## src/rtl/cmi_rx_packet_buffer_pkg.sv

```systemverilog
// Shared CMI packet field definitions and helpers for the receive packet buffer.
// The header carries a 6-bit sequence number in [7:2] and the packet type in [1:0].
package cmi_rx_packet_buffer_pkg;

    localparam int CMI_SEQ_W    = 6;
    localparam int CMI_SEQ_MSB  = 7;
    localparam int CMI_SEQ_LSB  = 2;
    localparam int CMI_TYPE_MSB = 1;
    localparam int CMI_TYPE_LSB = 0;
    localparam int CMI_PKT_W    = 72;

    typedef logic [CMI_SEQ_W-1:0] cmi_seq_t;

    typedef struct packed {
        logic [7:0]  head;
        logic [15:0] data0;
        logic [15:0] data1;
        logic [15:0] data2;
        logic [15:0] data3;
    } cmi_pkt_t;

    // Number of packets skipped between last_seq and seq, modulo the sequence space.
    function automatic cmi_seq_t cmi_seq_gap(input cmi_seq_t seq, input cmi_seq_t last_seq);
        cmi_seq_t one;
        one = {{(CMI_SEQ_W-1){1'b0}}, 1'b1};
        return seq - last_seq - one;
    endfunction

endpackage

```

## src/rtl/cmi_rx_packet_buffer_fifo.sv

```systemverilog
// Synchronous show-ahead FIFO: dout always presents the head entry while not empty.
// Full and empty are distinguished by one extra pointer bit.
module cmi_pkt_fifo #(
    parameter int WIDTH      = 72,
    parameter int DEPTH_LOG2 = 2
) (
    input  logic             clk,
    input  logic             rst,
    input  logic             wr_en,
    input  logic [WIDTH-1:0] din,
    input  logic             rd_en,
    output logic             full,
    output logic             empty,
    output logic [WIDTH-1:0] dout
);

    localparam int DEPTH = 1 << DEPTH_LOG2;
    localparam logic [DEPTH_LOG2:0] PTR_ONE = {{DEPTH_LOG2{1'b0}}, 1'b1};

    logic [DEPTH_LOG2:0] wr_ptr_r;
    logic [DEPTH_LOG2:0] rd_ptr_r;
    logic [WIDTH-1:0]    mem_r [DEPTH];
    logic                empty_s;
    logic                full_s;
    logic                do_wr_s;
    logic                do_rd_s;

    // Occupancy flags; a write into a full FIFO is allowed when the head leaves in the same cycle.
    always_comb begin
        empty_s = (wr_ptr_r == rd_ptr_r);
        full_s  = (wr_ptr_r[DEPTH_LOG2] != rd_ptr_r[DEPTH_LOG2]) &&
                  (wr_ptr_r[DEPTH_LOG2-1:0] == rd_ptr_r[DEPTH_LOG2-1:0]);
        do_rd_s = rd_en & ~empty_s;
        do_wr_s = wr_en & (~full_s | do_rd_s);
    end

    // Read and write pointers.
    always_ff @(posedge clk or posedge rst) begin
        if (rst) begin
            wr_ptr_r <= {(DEPTH_LOG2+1){1'b0}};
            rd_ptr_r <= {(DEPTH_LOG2+1){1'b0}};
        end else begin
            if (do_wr_s) begin
                wr_ptr_r <= wr_ptr_r + PTR_ONE;
            end
            if (do_rd_s) begin
                rd_ptr_r <= rd_ptr_r + PTR_ONE;
            end
        end
    end

    // Storage is cleared on reset so the head outputs read zero afterwards.
    always_ff @(posedge clk or posedge rst) begin
        if (rst) begin
            for (int i = 0; i < DEPTH; i++) begin
                mem_r[i] <= {WIDTH{1'b0}};
            end
        end else if (do_wr_s) begin
            mem_r[wr_ptr_r[DEPTH_LOG2-1:0]] <= din;
        end
    end

    assign full  = full_s;
    assign empty = empty_s;
    assign dout  = mem_r[rd_ptr_r[DEPTH_LOG2-1:0]];

endmodule

```

## src/rtl/cmi_rx_packet_buffer.sv

```systemverilog
// CMI receive packet buffer: queues decoded packets for the application, checks
// sequence continuity, supervises link liveness and keeps saturating statistics.
module cmi_rx_packet_buffer
    import cmi_rx_packet_buffer_pkg::*;
#(
    parameter int DEPTH_LOG2   = 2,
    parameter int TIMEOUT_CLKS = 50000,
    parameter int CNT_W        = 16
) (
    input  logic             clk,
    input  logic             rst,
    input  logic [7:0]       cmi_head_in,
    input  logic [15:0]      cmi_data0_in,
    input  logic [15:0]      cmi_data1_in,
    input  logic [15:0]      cmi_data2_in,
    input  logic [15:0]      cmi_data3_in,
    input  logic             cmi_in_st,
    input  logic             cmi_fault,
    input  logic             rd_ack,
    input  logic             clr_stat,
    output logic             rd_valid,
    output logic [7:0]       rd_head,
    output logic [15:0]      rd_data0,
    output logic [15:0]      rd_data1,
    output logic [15:0]      rd_data2,
    output logic [15:0]      rd_data3,
    output logic             link_ok,
    output logic             seq_err,
    output logic             ovf_flag,
    output logic [CNT_W-1:0] lost_cnt,
    output logic [CNT_W-1:0] fault_cnt,
    output logic [CNT_W-1:0] drop_cnt
);

    localparam int TO_W = (TIMEOUT_CLKS > 2) ? $clog2(TIMEOUT_CLKS) : 1;
    localparam logic [TO_W-1:0]  TO_LAST = TO_W'(TIMEOUT_CLKS - 1);
    localparam logic [TO_W-1:0]  TO_ONE  = {{(TO_W-1){1'b0}}, 1'b1};
    localparam logic [CNT_W-1:0] CNT_MAX = {CNT_W{1'b1}};
    localparam logic [CNT_W-1:0] CNT_ONE = {{(CNT_W-1){1'b0}}, 1'b1};

    logic             accept_s;
    logic             pop_s;
    logic             push_s;
    logic             drop_s;
    logic             seq_bad_s;
    cmi_seq_t         seq_s;
    cmi_seq_t         gap_s;
    cmi_pkt_t         in_pkt_s;
    cmi_pkt_t         fifo_dout_s;
    logic             fifo_full_s;
    logic             fifo_empty_s;
    logic [CNT_W:0]   lost_sum_s;
    logic [CNT_W-1:0] lost_next_s;
    logic [CNT_W-1:0] fault_next_s;
    logic [CNT_W-1:0] drop_next_s;

    cmi_seq_t         last_seq_r;
    logic             synced_r;
    logic             link_ok_r;
    logic             seq_err_r;
    logic [TO_W-1:0]  to_cnt_r;
    logic [CNT_W-1:0] lost_cnt_r;
    logic [CNT_W-1:0] fault_cnt_r;
    logic [CNT_W-1:0] drop_cnt_r;
    logic             ovf_flag_r;

    function automatic logic [CNT_W-1:0] sat_inc(input logic [CNT_W-1:0] v);
        if (v == CNT_MAX) begin
            return CNT_MAX;
        end else begin
            return v + CNT_ONE;
        end
    endfunction

    // Packet acceptance, FIFO flow control and sequence gap evaluation.
    always_comb begin
        accept_s  = cmi_in_st & ~cmi_fault;
        pop_s     = rd_ack & ~fifo_empty_s;
        push_s    = accept_s & (~fifo_full_s | pop_s);
        drop_s    = accept_s & fifo_full_s & ~pop_s;
        in_pkt_s  = '{head:  cmi_head_in,  data0: cmi_data0_in, data1: cmi_data1_in,
                      data2: cmi_data2_in, data3: cmi_data3_in};
        seq_s     = cmi_head_in[CMI_SEQ_MSB:CMI_SEQ_LSB];
        gap_s     = cmi_seq_gap(seq_s, last_seq_r);
        seq_bad_s = accept_s & synced_r & (gap_s != {CMI_SEQ_W{1'b0}});
    end

    // Saturating next values for the statistics counters.
    always_comb begin
        lost_sum_s   = {1'b0, lost_cnt_r} + {{(CNT_W+1-CMI_SEQ_W){1'b0}}, gap_s};
        fault_next_s = sat_inc(fault_cnt_r);
        drop_next_s  = sat_inc(drop_cnt_r);
        if (lost_sum_s[CNT_W]) begin
            lost_next_s = CNT_MAX;
        end else begin
            lost_next_s = lost_sum_s[CNT_W-1:0];
        end
    end

    cmi_pkt_fifo #(
        .WIDTH      (CMI_PKT_W),
        .DEPTH_LOG2 (DEPTH_LOG2)
    ) u_fifo (
        .clk   (clk),
        .rst   (rst),
        .wr_en (push_s),
        .din   (in_pkt_s),
        .rd_en (pop_s),
        .full  (fifo_full_s),
        .empty (fifo_empty_s),
        .dout  (fifo_dout_s)
    );

    // Sequence tracking and link supervision; dropped packets still advance the sequence.
    always_ff @(posedge clk or posedge rst) begin
        if (rst) begin
            last_seq_r <= {CMI_SEQ_W{1'b0}};
            synced_r   <= 1'b0;
            link_ok_r  <= 1'b0;
            seq_err_r  <= 1'b0;
            to_cnt_r   <= {TO_W{1'b0}};
        end else begin
            seq_err_r <= seq_bad_s;
            if (accept_s) begin
                last_seq_r <= seq_s;
                synced_r   <= 1'b1;
                link_ok_r  <= 1'b1;
                to_cnt_r   <= {TO_W{1'b0}};
            end else if (to_cnt_r == TO_LAST) begin
                synced_r  <= 1'b0;
                link_ok_r <= 1'b0;
            end else begin
                to_cnt_r <= to_cnt_r + TO_ONE;
            end
        end
    end

    // Statistics; a clear request overrides any increment in the same cycle.
    always_ff @(posedge clk or posedge rst) begin
        if (rst) begin
            lost_cnt_r  <= {CNT_W{1'b0}};
            fault_cnt_r <= {CNT_W{1'b0}};
            drop_cnt_r  <= {CNT_W{1'b0}};
            ovf_flag_r  <= 1'b0;
        end else if (clr_stat) begin
            lost_cnt_r  <= {CNT_W{1'b0}};
            fault_cnt_r <= {CNT_W{1'b0}};
            drop_cnt_r  <= {CNT_W{1'b0}};
            ovf_flag_r  <= 1'b0;
        end else begin
            if (seq_bad_s) begin
                lost_cnt_r <= lost_next_s;
            end
            if (cmi_fault) begin
                fault_cnt_r <= fault_next_s;
            end
            if (drop_s) begin
                drop_cnt_r <= drop_next_s;
                ovf_flag_r <= 1'b1;
            end
        end
    end

    assign rd_valid  = ~fifo_empty_s;
    assign rd_head   = fifo_dout_s.head;
    assign rd_data0  = fifo_dout_s.data0;
    assign rd_data1  = fifo_dout_s.data1;
    assign rd_data2  = fifo_dout_s.data2;
    assign rd_data3  = fifo_dout_s.data3;
    assign link_ok   = link_ok_r;
    assign seq_err   = seq_err_r;
    assign ovf_flag  = ovf_flag_r;
    assign lost_cnt  = lost_cnt_r;
    assign fault_cnt = fault_cnt_r;
    assign drop_cnt  = drop_cnt_r;

endmodule
```

## config.mk

```make
export PLATFORM = sky130hd
export DESIGN_NAME = cmi_rx_packet_buffer
export DESIGN_NICKNAME = d
export VERILOG_FILES = /design/src/rtl/cmi_rx_packet_buffer_pkg.sv /design/src/rtl/cmi_rx_packet_buffer_fifo.sv /design/src/rtl/cmi_rx_packet_buffer.sv
export SDC_FILE = /design/constraint.sdc
export NUM_CORES = 1
export LEC_CHECK = 0
export BUFFER_PORTS_ARGS = -buffer_cell sky130_fd_sc_hd__buf_2
export CORE_ASPECT_RATIO = 0.6
export CORE_MARGIN = 3
export CORE_UTILIZATION = 53
export CTS_CLUSTER_SIZE = 16
export DETAILED_ROUTE_END_ITERATION = 10
export GPL_TIMING_DRIVEN = 0
export HOLD_SLACK_MARGIN = 0.08
export PLACE_DENSITY_LB_ADDON = 0.15
export SLEW_MARGIN = 10
export SYNTH_ARGS = -nofsm -noshare
export SYNTH_HDL_FRONTEND = slang
export SYNTH_SLANG_ARGS = --single-unit
```

## constraint.sdc

```tcl
create_clock -name clk -period 13.75 [get_ports clk]
set_input_delay 2.75 -clock clk [delete_from_list [all_inputs] [get_ports clk]]
set_output_delay 2.75 -clock clk [all_outputs]
set_load 0.01 [all_outputs]
```

==> impl_metrics.json, run 1 <==
{
  "dieWidth_um": 236,
  "syn-cell-area_um2": 16800,
  "ys_seq_area_share_pct": 54.6,
  "synth_cell_types": 55,
  "fillers": 2300,
  "ctsLongestPathBuffers": 3,
  "rows": 49,
  "p_sw_share_pct": 30.7,
  "stdcell_count": 1875,
  "wl_met3_um": 1990,
  "fmax_mhz": 167,
  "fin_nets": 1539,
  "p_sw_w": 0.00136,
  "start_util_pct": 55.0,
  "wl_um": 38600,
  "cts_max_level": 2,
  "io_buffers": 200,
  "fin_total_pwr_w": 0.00442,
  "ir_worst_vdd_v": 0.000132,
  "cts-root-buf": "clkbuf_16",
  "synthToLayoutAreaGrowth_pct": 17.0,
  "top_layer": "met5",
  "grt-ovfl-total": 0,
  "power_frac_clock_pct": 23.7,
  "clkTransAtPathRegs_ps": 60,
  "setup_viol": 0,
  "cts_setup_buffers": 0,
  "dr.first_iter.drc_count": 726,
  "layout-drive-gt1-share_pct": 45.8,
  "required_ps": 11000,
  "die-area_um2": 34000,
  "cts_resized": 0,
  "syn_nets": 1298,
  "coreArea_um2": 30600,
  "path_class": "reg2out",
  "power_frac_comb_pct": 36.7,
  "cp_max_fo": 10,
  "vias": 10800,
  "dr.pass1.iters": 5,
  "crit_path_start_kind": "flip-flop",
  "drc": 0,
  "dp.cells": 1810,
  "wl_met2_um": 17100,
  "synth_edf_count": 0,
  "ys_seq_elements": 367,
  "rsz0062_at_grt": "false",
  "async_flop_share_pct": 100,
  "seqPwrFrac_pct": 39.5,
  "synth_flop_cell": "dfrtp_1",
  "hold_class": "reg2reg",
  "dp_hpwl_um": 26700,
  "leakage_nw": 8.88,
  "finalClockSkew_ps": 12.6,
  "gr-usage-all-layers_pct": 23.3,
  "status": "completed",
  "slew_headroom_pct": 34.1,
  "avgSynthCellArea_um2": 14.0,
  "wl_per_cell_um": 20.6,
  "numCtsBuffers": 36,
  "ys_warn_count": 0,
  "clk_latency_ps": 530,
  "fin_area_um2": 19700,
  "grt_pass1_vias": 11200,
  "die_h_um": 144,
  "final_common_cell": "dfrtp_1",
  "ios": 202,
  "worst_pin_slew_ps": 988,
  "antenna_left": 0,
  "viasPerCell": 5.74,
  "finalCritPeriodShare_pct": 43.5,
  "final_cell_mix": "dfrtp_1 (367), mux2_2 (285), buf_2 (238)",
  "powerDensity_nw_per_um2": 224,
  "antenna_found_initial": 4,
  "grt_pass1_wl_um": 62800,
  "grt_max_degree": 114,
  "cts_tree": "yes",
  "hold_viol": 0,
  "drt-met1-wl_um": 18700,
  "place.gp.congestion": 0.839,
  "placed_cell_area_um2": 18400,
  "slew_viol_final": 0,
  "cap_violations": 0,
  "cts.sinks": 367,
  "syn_inst": 1199,
  "worstPathArrival_ps": 3230,
  "hold_buffers": 0,
  "p_int_w": 0.00306,
  "crit_path_end_kind": "output pin",
  "min_period_ps": 5980
}
==> flip-flops by register name, indices dropped and copies added (netlist names) <==
register / flops
u_fifo.rd_ptr_r: 3
u_fifo.mem_r: 288
to_cnt_r: 16
drop_cnt: 16
lost_cnt: 16
link_ok: 1
fault_cnt: 16
ovf_flag: 1
seq_err: 1
last_seq_r: 6
u_fifo.wr_ptr_r: 3
==> cell families (layout without fill, tap and decap cells) <==
group	Yosys count	in the layout	share of synthesized area (%)
compound gates	114	114	4.47
xor+xnor	28	28	1.46
fa+ha+maj	21	21	1.65
buf+inv	86	353	2.33
flops	367	367	54.6
mux	365	365	29.2
other cells	0	1	0
simple gates	218	218	6.36
==> power groups by stage <==
stage	logic [W]	registers (W)	clock network (W)
after floorplan	0.00118	0.00169	0
after global placement	0.00160	0.00174	0
after detailed placement	0.00164	0.00176	0
after CTS	0.00165	0.00174	0.00108
after global routing	0.00176	0.00180	0.00112
final	0.00162	0.00175	0.00105
==> synth_stat cells (15+ instances only) <==
cell type / n / area [um2]
nor3_1: 17 / 85.1
buf_2: 38 / 190
dfrtp_1: 367 / 9180
nand3_1: 26 / 130
a21oi_1: 20 / 100
o21ai_0: 28 / 140
ha_1: 19 / 238
xor2_1: 16 / 140
a211oi_1: 21 / 158
nand2_1: 54 / 203
clkbuf_1: 15 / 56.3
nor2_1: 68 / 255
inv_1: 20 / 75.1
mux4_2: 72 / 1620
mux2_2: 285 / 3210
==> cell type report <==
type | instances | area (um2) | area share (%)
Antenna cell | 1 | 2.50 | 0.0127
Buffer | 65 | 314 | 1.60
Inverter | 21 | 86.3 | 0.438
Tap cell | 408 | 510 | 2.59
Multi-Input combinational cell | 746 | 7260 | 36.9
Sequential cell | 367 | 9180 | 46.6
Timing Repair Buffer | 203 | 1080 | 5.50
Clock inverter | 20 | 270 | 1.37
Clock buffer | 44 | 982 | 4.99
==> final timing paths <==
| kind | endpoint | cells past startpoint | from | slack (ps) |
|---|---|---|---|---|
| min in group asynchronous | u_fifo.mem_r[157] | 2 | rst | 2300 |
| worst min-delay path | u_fifo.mem_r[67] | 2 | u_fifo.mem_r[67] | 480 |
| worst max-delay path | rd_data0[12] | 5 | u_fifo.rd_ptr_r[0] | 7770 |
| max in group asynchronous | u_fifo.mem_r[114] | 5 | rst | 9600 |
| worst min register to register | u_fifo.mem_r[67] | 2 | u_fifo.mem_r[67] | 480 |
| worst max register to register | lost_cnt[13] | 13 | last_seq_r[1] | 10070 |
==> per-layer routing <==
metal / up-vias / GRT usage [%]
li1: 4939 / -
met1: 5516 / 35.2
met2: 256 / 35.0
met3: 53 / 4.78
met4: 6 / 5.53
met5: - / 0
==> worst max-delay path, stage by stage, from the launching register on <==
cell and delay (ps):
dfrtp_1 380, buf_2 350, clkbuf_1 780, buf_1 580, mux4_2 440, buf_2 160
==> per-stage QoR <==
| stage | hold WS [ps] | util [%] | setup slack, ps | setup TNS [ps] |
|---|---|---|---|---|
| 6_report | 480 | 64.4 | 7770 | 0 |
| 3_3_place_gp | 460 | 60.0 | -3220 | -1159520 |
| 2_1_floorplan | 445 | - | 811 | 0 |
| 4_1_cts | 481 | 64.3 | 7760 | 0 |
| 3_5_place_dp | 467 | 60.3 | 7660 | 0 |
| 5_1_grt | 508 | 64.4 | 7590 | 0 |
No activity file was read; power rests on OpenSTA's default activity.
==> inputs of run 2 (changes only) <==
- ABC_AREA: not set -> 1
- CORE_UTILIZATION: 53 -> 55
- clock period: 13.75 -> 5.7 ns (I/O delays scaled with it)
==> impl_metrics.json, run 2 <==
{
  "wl_per_cell_um": 18.5,
  "avgSynthCellArea_um2": 8.30,
  "crit_path_start_kind": "flip-flop",
  "fin_area_um2": 20600,
  "die_h_um": 144,
  "numCtsBuffers": 36,
  "fmax_mhz": 243,
  "yosys.cell_count.top_type": "nand2_1",
  "finish.utilization_pct": 66.9,
  "largest-register": "u_fifo.mem_r",
  "finalClockSkew_ps": 14.8,
  "slew_headroom_pct": 44.7,
  "io_buffers": 201,
  "clk_latency_ps": 540,
  "place.gp.congestion": 0.908,
  "cts_resized": 0,
  "power_frac_comb_pct": 39.4,
  "ios": 202,
  "min_period_ps": 4120,
  "cts_max_level": 2,
  "setup_viol": 0,
  "dr.first_iter.drc_count": 1444,
  "tns_ps": 0,
  "drc": 0,
  "antenna_left": 0,
  "syn_inst": 2115,
  "synthXorXnorAreaFrac_pct": 1.20,
  "path_class": "reg2out",
  "worstPathArrival_ps": 2980,
  "power_frac_clock_pct": 22.8,
  "rsz0062_at_grt": "false",
  "ys_warn_count": 0,
  "gr-usage-all-layers_pct": 30.1,
  "ctsLongestPathBuffers": 3,
  "synth-simple-area-share_pct": 19.7,
  "finalCritPeriodShare_pct": 72.3,
  "cts-root-buf": "clkbuf_16",
  "cts_setup_buffers": 0,
  "dieWidth_um": 237,
  "status": "completed",
  "grt_max_degree": 40,
  "leakage_nw": 10.2,
  "slew_viol_final": 0,
  "synth_top_cell_area_share_pct": 52.3,
  "cp_max_fo": 10,
  "syn-cell-area_um2": 17600,
  "hold_class": "reg2reg",
  "rows": 49,
  "powerDensity_nw_per_um2": 543,
  "synth_common_cells": "nand2_1 (475), dfrtp_1 (367), o21ai_0 (349), nor2_1 (192), inv_1 (161)",
  "cts.sinks": 367,
  "required_ps": 4560,
  "final_cell_mix": "nand2_1 (475), dfrtp_1 (367), o21ai_0 (349)",
  "final_common_cell": "nand2_1",
  "synth-compound-area-share_pct": 17.6,
  "largest_reg_flops": 288,
  "hold_ws_ps": 480,
  "ys_seq_elements": 367,
  "layout-drive-gt1-share_pct": 15.2,
  "ir_worst_vdd_v": 0.000257,
  "synth_edf_count": 0,
  "start_util_pct": 57.2,
  "coreArea_um2": 30700,
  "fillers": 2552,
  "hold_buffers": 0,
  "dr.pass1.iters": 6,
  "wl_um": 51900,
  "p_sw_share_pct": 39.5,
  "syn_nets": 2214,
  "dp_hpwl_um": 36000,
  "fin_total_pwr_w": 0.0112,
  "placed_cell_area_um2": 19300,
  "crit_path_end_kind": "output pin",
  "synth_top_family_by_area": "simple AND/OR/NAND/NOR gates",
  "synth_area_leaders": "dfrtp_1 (52%), nand2_1 (10%), o21ai_0 (9.9%)",
  "worst_pin_slew_ps": 828,
  "hold_viol": 0,
  "vias": 16300,
  "cts_tree": "yes",
  "viasPerCell": 5.82,
  "die-area_um2": 34200,
  "antenna_found_initial": 5,
  "cap_violations": 0,
  "p_sw_w": 0.00442,
  "synth_flop_cell": "dfrtp_1",
  "synth_adder_area_share_pct": 1.58,
  "grt-ovfl-total": 0,
  "grt_pass1_wl_um": 83000,
  "synthToLayoutAreaGrowth_pct": 17.0,
  "ys_seq_area_share_pct": 52.3,
  "clkTransAtPathRegs_ps": 70,
  "synth_cell_types": 38,
  "async_flop_share_pct": 100,
  "grt_pass1_vias": 15500,
  "fin_nets": 2464,
  "synth_mux_area_share_pct": 0,
  "yosysTopAreaCell": "dfrtp_1",
  "p_int_w": 0.00675,
  "seqPwrFrac_pct": 37.8
}
[run 2: path summary, 6_finish.rpt]
path	startpoint	endpoint	slack [ps]	depth (start not counted)
min in group asynchronous	rst	u_fifo.mem_r[232]	770	2
hold reg to reg	u_fifo.mem_r[195]	u_fifo.mem_r[195]	480	2
max in group asynchronous	rst	u_fifo.mem_r[57]	3540	6
setup / recovery	u_fifo.rd_ptr_r[0]	rd_data0[13]	1580	7
setup reg to reg	last_seq_r[0]	lost_cnt[15]	2650	16
hold / removal	u_fifo.mem_r[195]	u_fifo.mem_r[195]	480	2
[run 2: power groups by stage]
stage	Sequential (W)	Clock, W	Combinational (W)
2_1_floorplan	0.00410	0	0.00283
3_3_place_gp	0.00420	0	0.00420
3_5_place_dp	0.00423	0	0.00435
4_1_cts	0.00420	0.00258	0.00437
5_1_grt	0.00433	0.00267	0.00488
6_report	0.00422	0.00254	0.00440
[run 2: layout make-up]
cell class                      instances  area [um2]  share of cell area [%]
Tap cell                              408         510                    2.48
Clock buffer                           42         975                    4.74
Inverter                              163         616                    3.00
Timing Repair Buffer                  212        1240                    6.04
Clock inverter                         20         259                    1.26
Buffer                                123         722                    3.51
Multi-Input combinational cell       1462        7040                    34.3
Sequential cell                       367        9180                    44.7
Antenna cell                            1        2.50                  0.0122
[run 2: kinds of logic after synthesis]
logic type      Yosys count
xor+xnor                 24
flops                   367
fa+ha+maj                21
simple gates            831
compound gates          586
buf+inv                 286
[run 2: through the flow]
step / setup slack (ps) / std cells
finish: 1580 / 2798
CTS: 1660 / 2797
global placement: -2390 / 2724
detailed placement: 1870 / 2735
global route: 1460 / 2798
floorplan: -364 / 2115
[run 2: layer usage]
metal  wire, um  vias to the layer above  global-route usage [%]
met5         61                        -                       0
met4       1190                        8                    8.99
met3       4690                      100                    5.68
met2      23100                      762                    46.1
met1      22800                     7914                    44.0
li1           -                     7504                       -
[run 2: critical path: stages, from the launching register on]
cell      delay (ps)
dfrtp_1          400
inv_1             70
buf_2            260
clkbuf_1         600
clkbuf_1         570
nor2_1            80
o22ai_1          270
buf_2            190
==> inputs of run 3 (changes only) <==
- CORE_UTILIZATION: 55 -> 53
- clock period: 5.7 -> 3.3 ns (I/O delays scaled with it)
==> impl_metrics.json, run 3 (synthesis results as in run 2) <==
{
  "status": "completed",
  "clkTransAtPathRegs_ps": 60,
  "tns_ps": 0,
  "cts-root-buf": "clkbuf_16",
  "wl_um": 50500,
  "ctsLongestPathBuffers": 3,
  "largest-register": "u_fifo.mem_r",
  "cts_setup_buffers": 0,
  "worst_pin_slew_ps": 687,
  "startpoint": "u_fifo.rd_ptr_r[0]",
  "fin_nets": 2463,
  "vias": 16000,
  "coreArea_um2": 31900,
  "cts_tree": "yes",
  "dp_hpwl_um": 35200,
  "viasPerCell": 5.70,
  "crit_path_start_kind": "flip-flop",
  "setup_slack_ps": 74.4,
  "grt_max_degree": 40,
  "clk_latency_ps": 540,
  "final_cell_mix": "nand2_1 (475), dfrtp_1 (367), o21ai_0 (349)",
  "drc": 0,
  "hold_class": "in2async",
  "rr_worst_depth": 15,
  "dr.first_iter.drc_count": 1624,
  "die_h_um": 147,
  "setup_viol": 0,
  "wl_per_cell_um": 18.0,
  "leakage_nw": 10.2,
  "synthToLayoutAreaGrowth_pct": 17.2,
  "start_util_pct": 55.0,
  "dr.pass1.iters": 5,
  "ios": 202,
  "cp_max_fo": 10,
  "final_common_cell": "nand2_1",
  "cap_violations": 0,
  "dieWidth_um": 241,
  "worstPathArrival_ps": 2570,
  "cts_max_level": 2,
  "dp_slack_ps": -69.9,
  "io_buffers": 201,
  "grt_pass1_wl_um": 81100,
  "rows": 50,
  "min_period_ps": 3230,
  "crit_path_end_kind": "output pin",
  "required_ps": 2640,
  "antenna_found_initial": 4,
  "slew_headroom_pct": 54.0,
  "fmax_mhz": 310,
  "path_class": "reg2out",
  "finalCritPeriodShare_pct": 97.7,
  "layout-drive-gt1-share_pct": 15.4,
  "stdcell_count": 2808,
  "cts.sinks": 367,
  "grt_pass1_vias": 15300,
  "dp.cells": 2743,
  "rsz0062_at_grt": "false",
  "powerDensity_nw_per_um2": 931,
  "finish.utilization_pct": 64.5,
  "largest_reg_flops": 288,
  "slew_viol_final": 0,
  "ir_worst_vdd_v": 0.000389,
  "numCtsBuffers": 37,
  "gr-usage-all-layers_pct": 28.5,
  "fin_total_pwr_w": 0.0192,
  "place.gp.congestion": 0.888,
  "finalClockSkew_ps": 17.2,
  "hold_viol": 0,
  "die-area_um2": 35400,
  "r2r-start": "last_seq_r[0]",
  "antenna_left": 0,
  "grt-ovfl-total": 0
}
-- run 3: stage by stage --
step                      cell area (um2)  hold WS [ps]
after floorplan                     17600           448
after global placement              19100           460
after detailed placement            19300           468
after CTS                           20600           170
after global routing                20600           204
final                               20600           172
-- run 3: metal layers --
| metal | GRT usage [%] | vias up | routed length [um] |
|---|---|---|---|
| met3 | 5.87 | 88 | 4150 |
| li1 | - | 7529 | - |
| met1 | 42.0 | 7742 | 22600 |
| met5 | 0 | - | 40 |
| met4 | 7.61 | 6 | 1190 |
| met2 | 43.3 | 640 | 22400 |
-- run 3: path summary, 6_finish.rpt --
check,slack (ps),to
worst max register to register,290,lost_cnt[8]
max in group asynchronous,2050,u_fifo.mem_r[43]
min in group clk,410,u_fifo.mem_r[43]
worst min-delay path,170,u_fifo.mem_r[8]
worst min register to register,480,u_fifo.mem_r[197]
worst max-delay path,70,rd_data2[15]
-- run 3: where the power goes --
group          internal (W)  leakage [nW]  switching [W]  total, W
Clock               0.00253         0.605        0.00180   0.00433
Combinational       0.00279          4.93        0.00474   0.00754
Sequential          0.00629          4.67       0.000998   0.00729
-- run 3: final cells by class --
class | count | area (um2)
Sequential cell | 367 | 9180
Buffer | 121 | 727
Clock inverter | 9 | 104
Clock buffer | 57 | 1130
Fill cell | 2757 | 11300
Multi-Input combinational cell | 1462 | 7060
Timing Repair Buffer | 212 | 1230
Antenna cell | 1 | 2.50
Tap cell | 416 | 520
Inverter | 163 | 616
-- run 3: what timing repair did --
item	4_1_cts	5_1_grt
setup endpoints to repair	60	14
gates resized for setup	6	5
gates cloned	0	0
pin swaps	0	0
hold buffers	0	0
-- run 3: critical path: stages (launching register included) --
cell and delay (ps):
dfrtp_1 400, inv_1 80, buf_2 310, clkbuf_4 340, clkbuf_2 300, nor2_1 70
o22ai_1 330, buf_2 200
